### config.mk
export PLATFORM = sky130hd
export DESIGN_NAME = num_display_ctrl
export DESIGN_NICKNAME = d
export VERILOG_FILES = /design/src/rtl/num_display_ctrl.sv
export SDC_FILE = /design/constraint.sdc
export NUM_CORES = 1
export LEC_CHECK = 0
export CAP_MARGIN = 20
export CORE_AREA = 5 5 73 102
export DETAILED_ROUTE_END_ITERATION = 10
export DIE_AREA = 0 0 78 107
export PLACE_DENSITY = 0.86
export SYNTH_ARGS = -nofsm -noshare
export SYNTH_HDL_FRONTEND = slang
export SYNTH_SLANG_ARGS = --single-unit
### constraint.sdc
create_clock -name clk -period 3.6 [get_ports clk]
set_clock_uncertainty 0.1 [all_clocks]
set_input_delay 1.08 -clock clk [delete_from_list [all_inputs] [get_ports clk]]
set_output_delay 1.08 -clock clk [all_outputs]
set_load 0.02 [all_outputs]
### src/rtl/num_display_ctrl.sv
// Binary-to-BCD (3 digits) converter by repeated subtraction with start/busy/done handshake,
// plus a free-running multiplexer driving a 3-digit common-anode seven-segment display.
module num_display_ctrl #(
   parameter int WIDTH    = 32,
   parameter int SCAN_DIV = 50000
) (
   input  logic             clk,
   input  logic             rst,
   input  logic             start,
   input  logic [WIDTH-1:0] num,
   output logic             busy,
   output logic             done,
   output logic             overflow,
   output logic [3:0]       unidad,
   output logic [3:0]       decimal,
   output logic [3:0]       centena,
   output logic [2:0]       an,
   output logic [6:0]       seg
);

   localparam logic [1:0] IDLE = 2'd0;
   localparam logic [1:0] HUND = 2'd1;
   localparam logic [1:0] TENS = 2'd2;
   localparam logic [1:0] DONE = 2'd3;

   localparam int CW = $clog2(SCAN_DIV);

   logic [1:0]    state;
   logic [9:0]    rem;
   logic [3:0]    c;
   logic [3:0]    d;
   logic          ovf_pend;
   logic [CW-1:0] cnt;
   logic [1:0]    idx;
   logic [3:0]    digit;

   assign busy = (state != IDLE);

   always_ff @(posedge clk or posedge rst) begin
      if (rst) begin
         state    <= IDLE;
         rem      <= 10'd0;
         c        <= 4'd0;
         d        <= 4'd0;
         ovf_pend <= 1'b0;
         done     <= 1'b0;
         overflow <= 1'b0;
         unidad   <= 4'd0;
         decimal  <= 4'd0;
         centena  <= 4'd0;
      end else begin
         done <= 1'b0;
         case (state)
            IDLE: begin
               if (start) begin
                  // Values above 999 saturate so the digit loop stays bounded.
                  rem      <= (num > WIDTH'(999)) ? 10'd999 : num[9:0];
                  c        <= 4'd0;
                  d        <= 4'd0;
                  ovf_pend <= (num > WIDTH'(999));
                  state    <= HUND;
               end
            end
            HUND: begin
               if (rem >= 10'd100) begin
                  rem <= rem - 10'd100;
                  c   <= c + 4'd1;
               end else begin
                  state <= TENS;
               end
            end
            TENS: begin
               if (rem >= 10'd10) begin
                  rem <= rem - 10'd10;
                  d   <= d + 4'd1;
               end else begin
                  state <= DONE;
               end
            end
            DONE: begin
               centena  <= c;
               decimal  <= d;
               unidad   <= rem[3:0];
               overflow <= ovf_pend;
               done     <= 1'b1;
               state    <= IDLE;
            end
            default: state <= IDLE;
         endcase
      end
   end

   always_ff @(posedge clk or posedge rst) begin
      if (rst) begin
         cnt <= '0;
         idx <= 2'd0;
      end else if (cnt == CW'(SCAN_DIV - 1)) begin
         cnt <= '0;
         idx <= (idx == 2'd2) ? 2'd0 : idx + 2'd1;
      end else begin
         cnt <= cnt + CW'(1);
      end
   end

   // Only the registered digits are shown, never the in-flight working registers.
   always_comb begin
      an    = 3'b111;
      digit = 4'hF;
      case (idx)
         2'd0: begin an = 3'b110; digit = unidad;  end
         2'd1: begin an = 3'b101; digit = decimal; end
         2'd2: begin an = 3'b011; digit = centena; end
         default: begin an = 3'b111; digit = 4'hF; end
      endcase
   end

   always_comb begin
      seg = 7'b1111111;
      case (digit)
         4'd0: seg = 7'b1000000;
         4'd1: seg = 7'b1111001;
         4'd2: seg = 7'b0100100;
         4'd3: seg = 7'b0110000;
         4'd4: seg = 7'b0011001;
         4'd5: seg = 7'b0010010;
         4'd6: seg = 7'b0000010;
         4'd7: seg = 7'b1111000;
         4'd8: seg = 7'b0000000;
         4'd9: seg = 7'b0011000;
         default: seg = 7'b1111111;
      endcase
   end

endmodule

==> results of run 1 <==
-- placed cells by master, fill, tap and decap left out, types with 3 or more instances in the layout --
| cell type | count |
|---|---|
| sky130_fd_sc_hd__buf_4 | 9 |
| sky130_fd_sc_hd__or3_1 | 4 |
| sky130_fd_sc_hd__dlygate4sd2_1 | 6 |
| sky130_fd_sc_hd__o22ai_1 | 3 |
| sky130_fd_sc_hd__nor2b_1 | 5 |
| sky130_fd_sc_hd__clkdlybuf4s50_1 | 52 |
| sky130_fd_sc_hd__nand3_1 | 8 |
| sky130_fd_sc_hd__a22o_2 | 3 |
| sky130_fd_sc_hd__nand2b_1 | 3 |
| sky130_fd_sc_hd__clkbuf_8 | 6 |
| sky130_fd_sc_hd__nor2_1 | 31 |
| sky130_fd_sc_hd__mux2_2 | 17 |
| sky130_fd_sc_hd__and3_1 | 6 |
| sky130_fd_sc_hd__a221oi_1 | 5 |
| sky130_fd_sc_hd__a21oi_1 | 12 |
| sky130_fd_sc_hd__a22oi_1 | 4 |
| sky130_fd_sc_hd__nor4_1 | 7 |
| sky130_fd_sc_hd__nand4_1 | 7 |
| sky130_fd_sc_hd__dfrtp_1 | 52 |
| sky130_fd_sc_hd__nor3_1 | 6 |
| sky130_fd_sc_hd__mux2i_1 | 15 |
| sky130_fd_sc_hd__xnor2_1 | 6 |
| sky130_fd_sc_hd__o21ai_0 | 21 |
| sky130_fd_sc_hd__nand2_1 | 25 |
| sky130_fd_sc_hd__inv_1 | 17 |
| sky130_fd_sc_hd__o221ai_1 | 3 |
| sky130_fd_sc_hd__xor2_1 | 13 |
| sky130_fd_sc_hd__ha_1 | 18 |
-- sequential cells by signal, summed over array words and instances (netlist names) --
signal,flops
decimal,4
cnt,16
state,2
centena,4
c,4
unidad,4
idx,2
ovf_pend,1
rem,10
d,4
overflow,1
done,1
-- report_power, final --
part	switching [W]	total [W]	internal (W)
combinational	0.00104	0.00190	0.000866
sequential	0.000212	0.000972	0.000760
clock	0.000195	0.000421	0.000226
-- worst max-delay path, stage by stage (launching register included) --
cell	delay, ns
sky130_fd_sc_hd__dfrtp_2	0.41
sky130_fd_sc_hd__mux2_2	0.34
sky130_fd_sc_hd__o22ai_1	0.17
sky130_fd_sc_hd__inv_1	0.11
sky130_fd_sc_hd__ha_1	0.31
sky130_fd_sc_hd__o21ai_0	0.14
sky130_fd_sc_hd__and2_1	0.13
sky130_fd_sc_hd__dlygate4sd2_1	0.32
-- per-stage QoR --
stage          instance area, sq um  total power (W)  utilization  hold WS [ns]
6_report                       4110          0.00330        0.638         0.384
5_1_grt                        4110          0.00353        0.638         0.396
2_1_floorplan                  3310          0.00230            -         0.333
4_1_cts                        4080          0.00330        0.634         0.381
3_3_place_gp                   3950          0.00284        0.614         0.351
3_5_place_dp                   3950          0.00291        0.614         0.368
-- cells by family after synthesis --
| family | Yosys count | synth area share |
|---|---|---|
| simple gates | 108 | 0.159 |
| compound gates | 74 | 0.161 |
| flops | 53 | 0.401 |
| mux | 34 | 0.112 |
| buf+inv | 33 | 0.0481 |
| xor+xnor | 19 | 0.0503 |
| fa+ha+maj | 18 | 0.0681 |
-- worst paths after layout --
path,startpoint,endpoint,slack (ns),depth (start not counted)
max,idx[0],seg[1],0.19,7
min,cnt[0],cnt[0],0.38,1
max reg2reg,rem[2],rem[6],0.75,7
min reg2reg,cnt[0],cnt[0],0.38,1
max in group asynchronous,rst,c[3],1.81,3
min in group asynchronous,rst,rem[5],0.99,2
-- area by class of cell --
class                           instances  share of cell area
Multi-Input combinational cell        253               0.448
Sequential cell                        53               0.323
Timing Repair Buffer                   68               0.159
Tap cell                               74              0.0226
Clock buffer                            6              0.0201
Inverter                               19              0.0174
Clock inverter                          2             0.00914
-- routing by layer --
| metal | part of all wire | wire length, microns |
|---|---|---|
| met5 | 0 | 0 |
| met4 | 0.014 | 114 |
| met3 | 0.050 | 396 |
| met2 | 0.56 | 4450 |
| met1 | 0.38 | 2980 |
-- what timing repair did --
action / CTS / global route
buffers inserted: 0 / 2
gates resized for setup: 9 / 2
endpoints found under the setup margin: 7 / 2
==> flow_summary.toml, run 1 <==
[outcome]
status = "finished, final reports clean"

[global_routing]
grt_first_pass_wirelength_microns = 13200
groute.layer.met3.usage = 0.0378
first_global_vias = 2841
met1_usage = 0.211
antenna_violations_before_repair = 0
global_route.usage.met2 = 0.363
grt_start_max_net_pins = 23
track_usage = 0.191
global_route.peak_usage_layer = "met2"
globalRoute.totalOverflow = 0

[placed_design]
placement.io_buffers = 59
detailed_place_hpwl_microns = 6140
gp_congestion = 0.857
pre_cts_ws_ns = 0.0819
dp_cells = 465

[worst_setup_path]
worst_ep_required_time_ns = 2.42
cp_data_arrival_time_ns = 2.23
critical_path.max_fanout = 5
crit_type = "register to output port"
critical_path_endpoint_category = "output port"
worstSetupStartpointType = "register"

[timing]
final.setup.worst_slack_ns = 0.194
min_cycle_time_layout_ns = 3.41
max-slew-margin-rel = 0.424
timing.final.crit_share = 0.946
max_slew.worst_pin.slew_ns = 0.843
setup_total_negative_slack_ns = 0
final-max-slew-violation-count = 0
report.final.hold_viol_count = 0
grt_setup_unrepaired = "no"
timing.final.setup_violations = 0
achievable-frequency_ghz = 0.294

[detailed_routing]
detail-route-antenna-nets = 0
wl_per_cell_microns = 16.7
postRouteWirelength_microns = 7940
drt-pass1-iter-count = 4
first_drt_iteration_drcs = 186
drc_errors = 0
via_count = 2810
avgViaCountPerCell = 5.92

[synth]
synth.area.top_cells = "sky130_fd_sc_hd__dfrtp_1 40%, sky130_fd_sc_hd__ha_1 6.8%, sky130_fd_sc_hd__mux2_2 5.8%"
seq_area_frac_synth = 0.401
yosysTopAreaCell = "sky130_fd_sc_hd__dfrtp_1"
postSynthNetCount = 392
mappedNetlistArea_sq_mm = 0.00331
synth_top_cell_area_share = 0.401
yosys-top-cells-count = "53 x sky130_fd_sc_hd__dfrtp_1, 31 x sky130_fd_sc_hd__nor2_1, 25 x sky130_fd_sc_hd__nand2_1, 21 x sky130_fd_sc_hd__o21ai_0"
synth_async_sr_flop_share = 1.00
most_instantiated_library_cell_after_synthesis = "sky130_fd_sc_hd__dfrtp_1"
syn-mean-instance-area_sq_um = 9.75
synthDistinctLibCells = 54
ys_ff_latch = 53
synth_top_flop_cell = "sky130_fd_sc_hd__dfrtp_1"
synth_edf_count = 0
syn-instance-count = 339
ys_warn_count = 0

[layout]
final.fill_count = 520
layout.cells.non_filler = 475
num-nets-final = 453
insertedDiodeCount = 0
fraction_of_layout_instances_using_a_drive_strength_above_1 = 0.130
area.sequential_sq_mm = 0.00133
area_delta_synth_final_pct = 24.2
multi_input_area_sq_mm = 0.00184

[min_path]
hold_path_class = "register to register"

[pwr]
worst_voltage_drop_across_the_vdd_grid_uv = 343
power.leakage_nw = 1.85
powerDensity_mw_per_mm2 = 803

[flow_run]
max-cap-violations = 0

[clock_network]
clock_latency_ns = 0.31
numCtsBuffers = 5
numClockSinks = 53
cts_tree = "built"
ctsHoldBuffers = 0
cts_root_buffer = "sky130_fd_sc_hd__clkbuf_8"
clkSlewWorstSetupHoldPaths_ns = 0.09
cts.htree.levels = 2
clock_tree.buffer_depth = 2

[floorplan]
design.die.area_sq_mm = 0.00835
initial_core_utilization = 0.514
core_area_sq_mm = 0.00644
num_rows = 35
design.portCount = 60
die-height_microns = 107
horizontal_die_dimension_microns = 78
No activity file was read; power rests on OpenSTA's default activity.
==> inputs of run 2 (changes only) <==
--- a/config.mk
+++ b/config.mk
@@ -6,9 +6,9 @@
 export NUM_CORES = 1
 export LEC_CHECK = 0
 export CAP_MARGIN = 20
-export CORE_AREA = 5 5 73 102
+export CORE_AREA = 2 2 70 99
 export DETAILED_ROUTE_END_ITERATION = 10
-export DIE_AREA = 0 0 78 107
+export DIE_AREA = 0 0 72 101
 export PLACE_DENSITY = 0.86
 export SYNTH_ARGS = -nofsm -noshare
 export SYNTH_HDL_FRONTEND = slang
==> run 2 against run 1 <==
Compared with the run above:
- first-iteration DRC count grew 20%
- global-route usage grew 4.3 points
- final cell count unchanged
- flip-flop and latch count stayed put
- setup slack lost 0.066 ns
- sequential power barely moved
- maximum frequency fell by 1.9%
- count of clock-buffer cells in the layout is 1 lower
- largest cell class unchanged
- largest power group unchanged
==> flow_summary.toml, run 2 (synthesis results as in run 1) <==
[outcome]
status = "finished, final reports clean"

[worst_setup_path]
cp_data_arrival_time_ns = 2.29
cp_slowest_cell = "sky130_fd_sc_hd__dfrtp_1"
crit_type = "register to output port"
crit_chain = "mux2_2 -> o22ai_1 -> inv_1 -> ha_1 -> mux2i_1 -> a22oi_1 -> dlygate4sd2_1"
worstSetupStartpointType = "register"
critical_path.max_fanout = 5
r2r_slack_ns = 0.83
critical_path_endpoint_category = "output port"
cp_slowest_stage_delay_ns = 0.44
worst_ep_required_time_ns = 2.42

[floorplan]
core_area_sq_mm = 0.00644
horizontal_die_dimension_microns = 72
design.portCount = 60
design.die.area_sq_mm = 0.00727
initial_core_utilization = 0.514
die-height_microns = 101
num_rows = 35

[detailed_routing]
avgViaCountPerCell = 5.92
drc_errors = 0
via_count = 2813
detail-route-antenna-nets = 0
first_drt_iteration_drcs = 224
wl_per_cell_microns = 16.8
drt-pass1-iter-count = 5
postRouteWirelength_microns = 8000

[flow_run]
max-cap-violations = 0

[timing]
achievable-frequency_ghz = 0.288
report.final.hold_viol_count = 0
timing.final.setup_violations = 0
max_slew.worst_pin.slew_ns = 0.932
grt_setup_unrepaired = "no"
final-max-slew-violation-count = 0
timing.final.crit_share = 0.964
setup_total_negative_slack_ns = 0
max-slew-margin-rel = 0.363
min_cycle_time_layout_ns = 3.47
hold_ws_ns = 0.379

[layout]
area_delta_synth_final_pct = 24.7
layout.cells.most_common_list = "53 x sky130_fd_sc_hd__dfrtp_1, 52 x sky130_fd_sc_hd__clkdlybuf4s50_1, 30 x sky130_fd_sc_hd__nor2_1"
final.fill_count = 513
insertedDiodeCount = 0
flip_flop_count_of_the_largest_register_all_copies_and_words_added = 16
num-nets-final = 453
leading_cell_type_in_the_layout_fill_and_taps_excluded = "sky130_fd_sc_hd__dfrtp_1"
fraction_of_layout_instances_using_a_drive_strength_above_1 = 0.132
largest_regs = "cnt (16), rem (10)"
post-route-cell-area_sq_mm = 0.00412
top_reg_by_flops = "cnt"

[clock_network]
cts.htree.levels = 2
ctsHoldBuffers = 0
numClockSinks = 53
cts_root_buffer = "sky130_fd_sc_hd__clkbuf_8"
clock_latency_ns = 0.31
numCtsBuffers = 5
clock_tree.buffer_depth = 2
cts_tree = "built"
clkSlewWorstSetupHoldPaths_ns = 0.09

[placed_design]
detailed_place_hpwl_microns = 5840
gp_congestion = 0.829
placement.cell_area_sq_mm = 0.00396
placement.io_buffers = 59

[global_routing]
grt_first_pass_wirelength_microns = 13400
track_usage = 0.234
globalRoute.totalOverflow = 0
first_global_vias = 2838
grt_start_max_net_pins = 24
antenna_violations_before_repair = 0

[pwr]
clock_network_fraction_of_total_power = 0.140
combinational_cell_fraction_of_total_power = 0.573
design_power_total_w = 0.00338
sw_frac_of_total = 0.436
cell_internal_pwr_w = 0.00190
p_sw_w = 0.00147
powerDensity_mw_per_mm2 = 819
power.leakage_nw = 1.85
seq_power_share = 0.287
worst_voltage_drop_across_the_vdd_grid_uv = 331

[min_path]
hold_path_class = "register to register"
## run 2: cell count changes in the layout (fill, tap and decap cells not counted), sizes merged
cell / change
bufinv: +1
clkinvlp: -1
dlygate4sd2: -1
clkinv: +1
dlymetal6s2s: -1
clkdlybuf4s15: +1
## run 2: timing repair
action	4_1_cts	5_1_grt
endpoints found under the setup margin	7	6
gates resized for setup	9	6
cloned	0	0
buffers inserted	1	0
## run 2: path summary, 6_finish.rpt
| check | startpoint | to | cells past startpoint |
|---|---|---|---|
| worst max-delay path | idx[0] | seg[3] | 7 |
| worst min-delay path | cnt[0] | cnt[0] | 1 |
| worst max register to register | rem[2] | rem[6] | 7 |
| worst min register to register | cnt[0] | cnt[0] | 1 |
| max in group asynchronous | rst | centena[0] | 3 |
| min in group asynchronous | rst | cnt[11] | 2 |
## run 2: area by class of cell
type	instances	area, sq um	area share
inverter	19	71.3	0.0173
timing repair buffer	68	647	0.157
clock buffer	5	68.8	0.0167
clock inverter	3	65.1	0.0158
tap	74	92.6	0.0225
multi-input combinational	253	1850	0.449
sequential	53	1330	0.322
## run 2: per-layer routing
layer,up-vias,part of all wire,GRT usage
met5,-,0,0
met1,1353,0.38,0.264
li1,1344,-,-
met3,14,0.043,0.0310
met4,0,0.021,0.0798
met2,102,0.56,0.444
## run 2: through the flow
stage,cells,setup WS [ns],utilization
floorplan,339,0.343,-
global placement,466,0.186,0.615
detailed placement,466,0.0903,0.615
CTS,475,0.0464,0.638
global route,475,0.0134,0.640
finish,475,0.128,0.640
## run 2: power groups by stage
stage          logic, W  clock network (W)  registers (W)
6_report        0.00193           0.000473       0.000970
5_1_grt         0.00211           0.000503       0.000995
4_1_cts         0.00191           0.000480       0.000964
3_5_place_dp    0.00192                  0       0.000973
3_3_place_gp    0.00187                  0       0.000964
2_1_floorplan   0.00133                  0       0.000969
## run 2: critical path: cells and delay by family (launching register included)
family          cells  cell delay, ns
mux                 2            0.53
buf+inv             2            0.43
flops               1            0.44
fa+ha+maj           1            0.33
compound gates      2            0.26
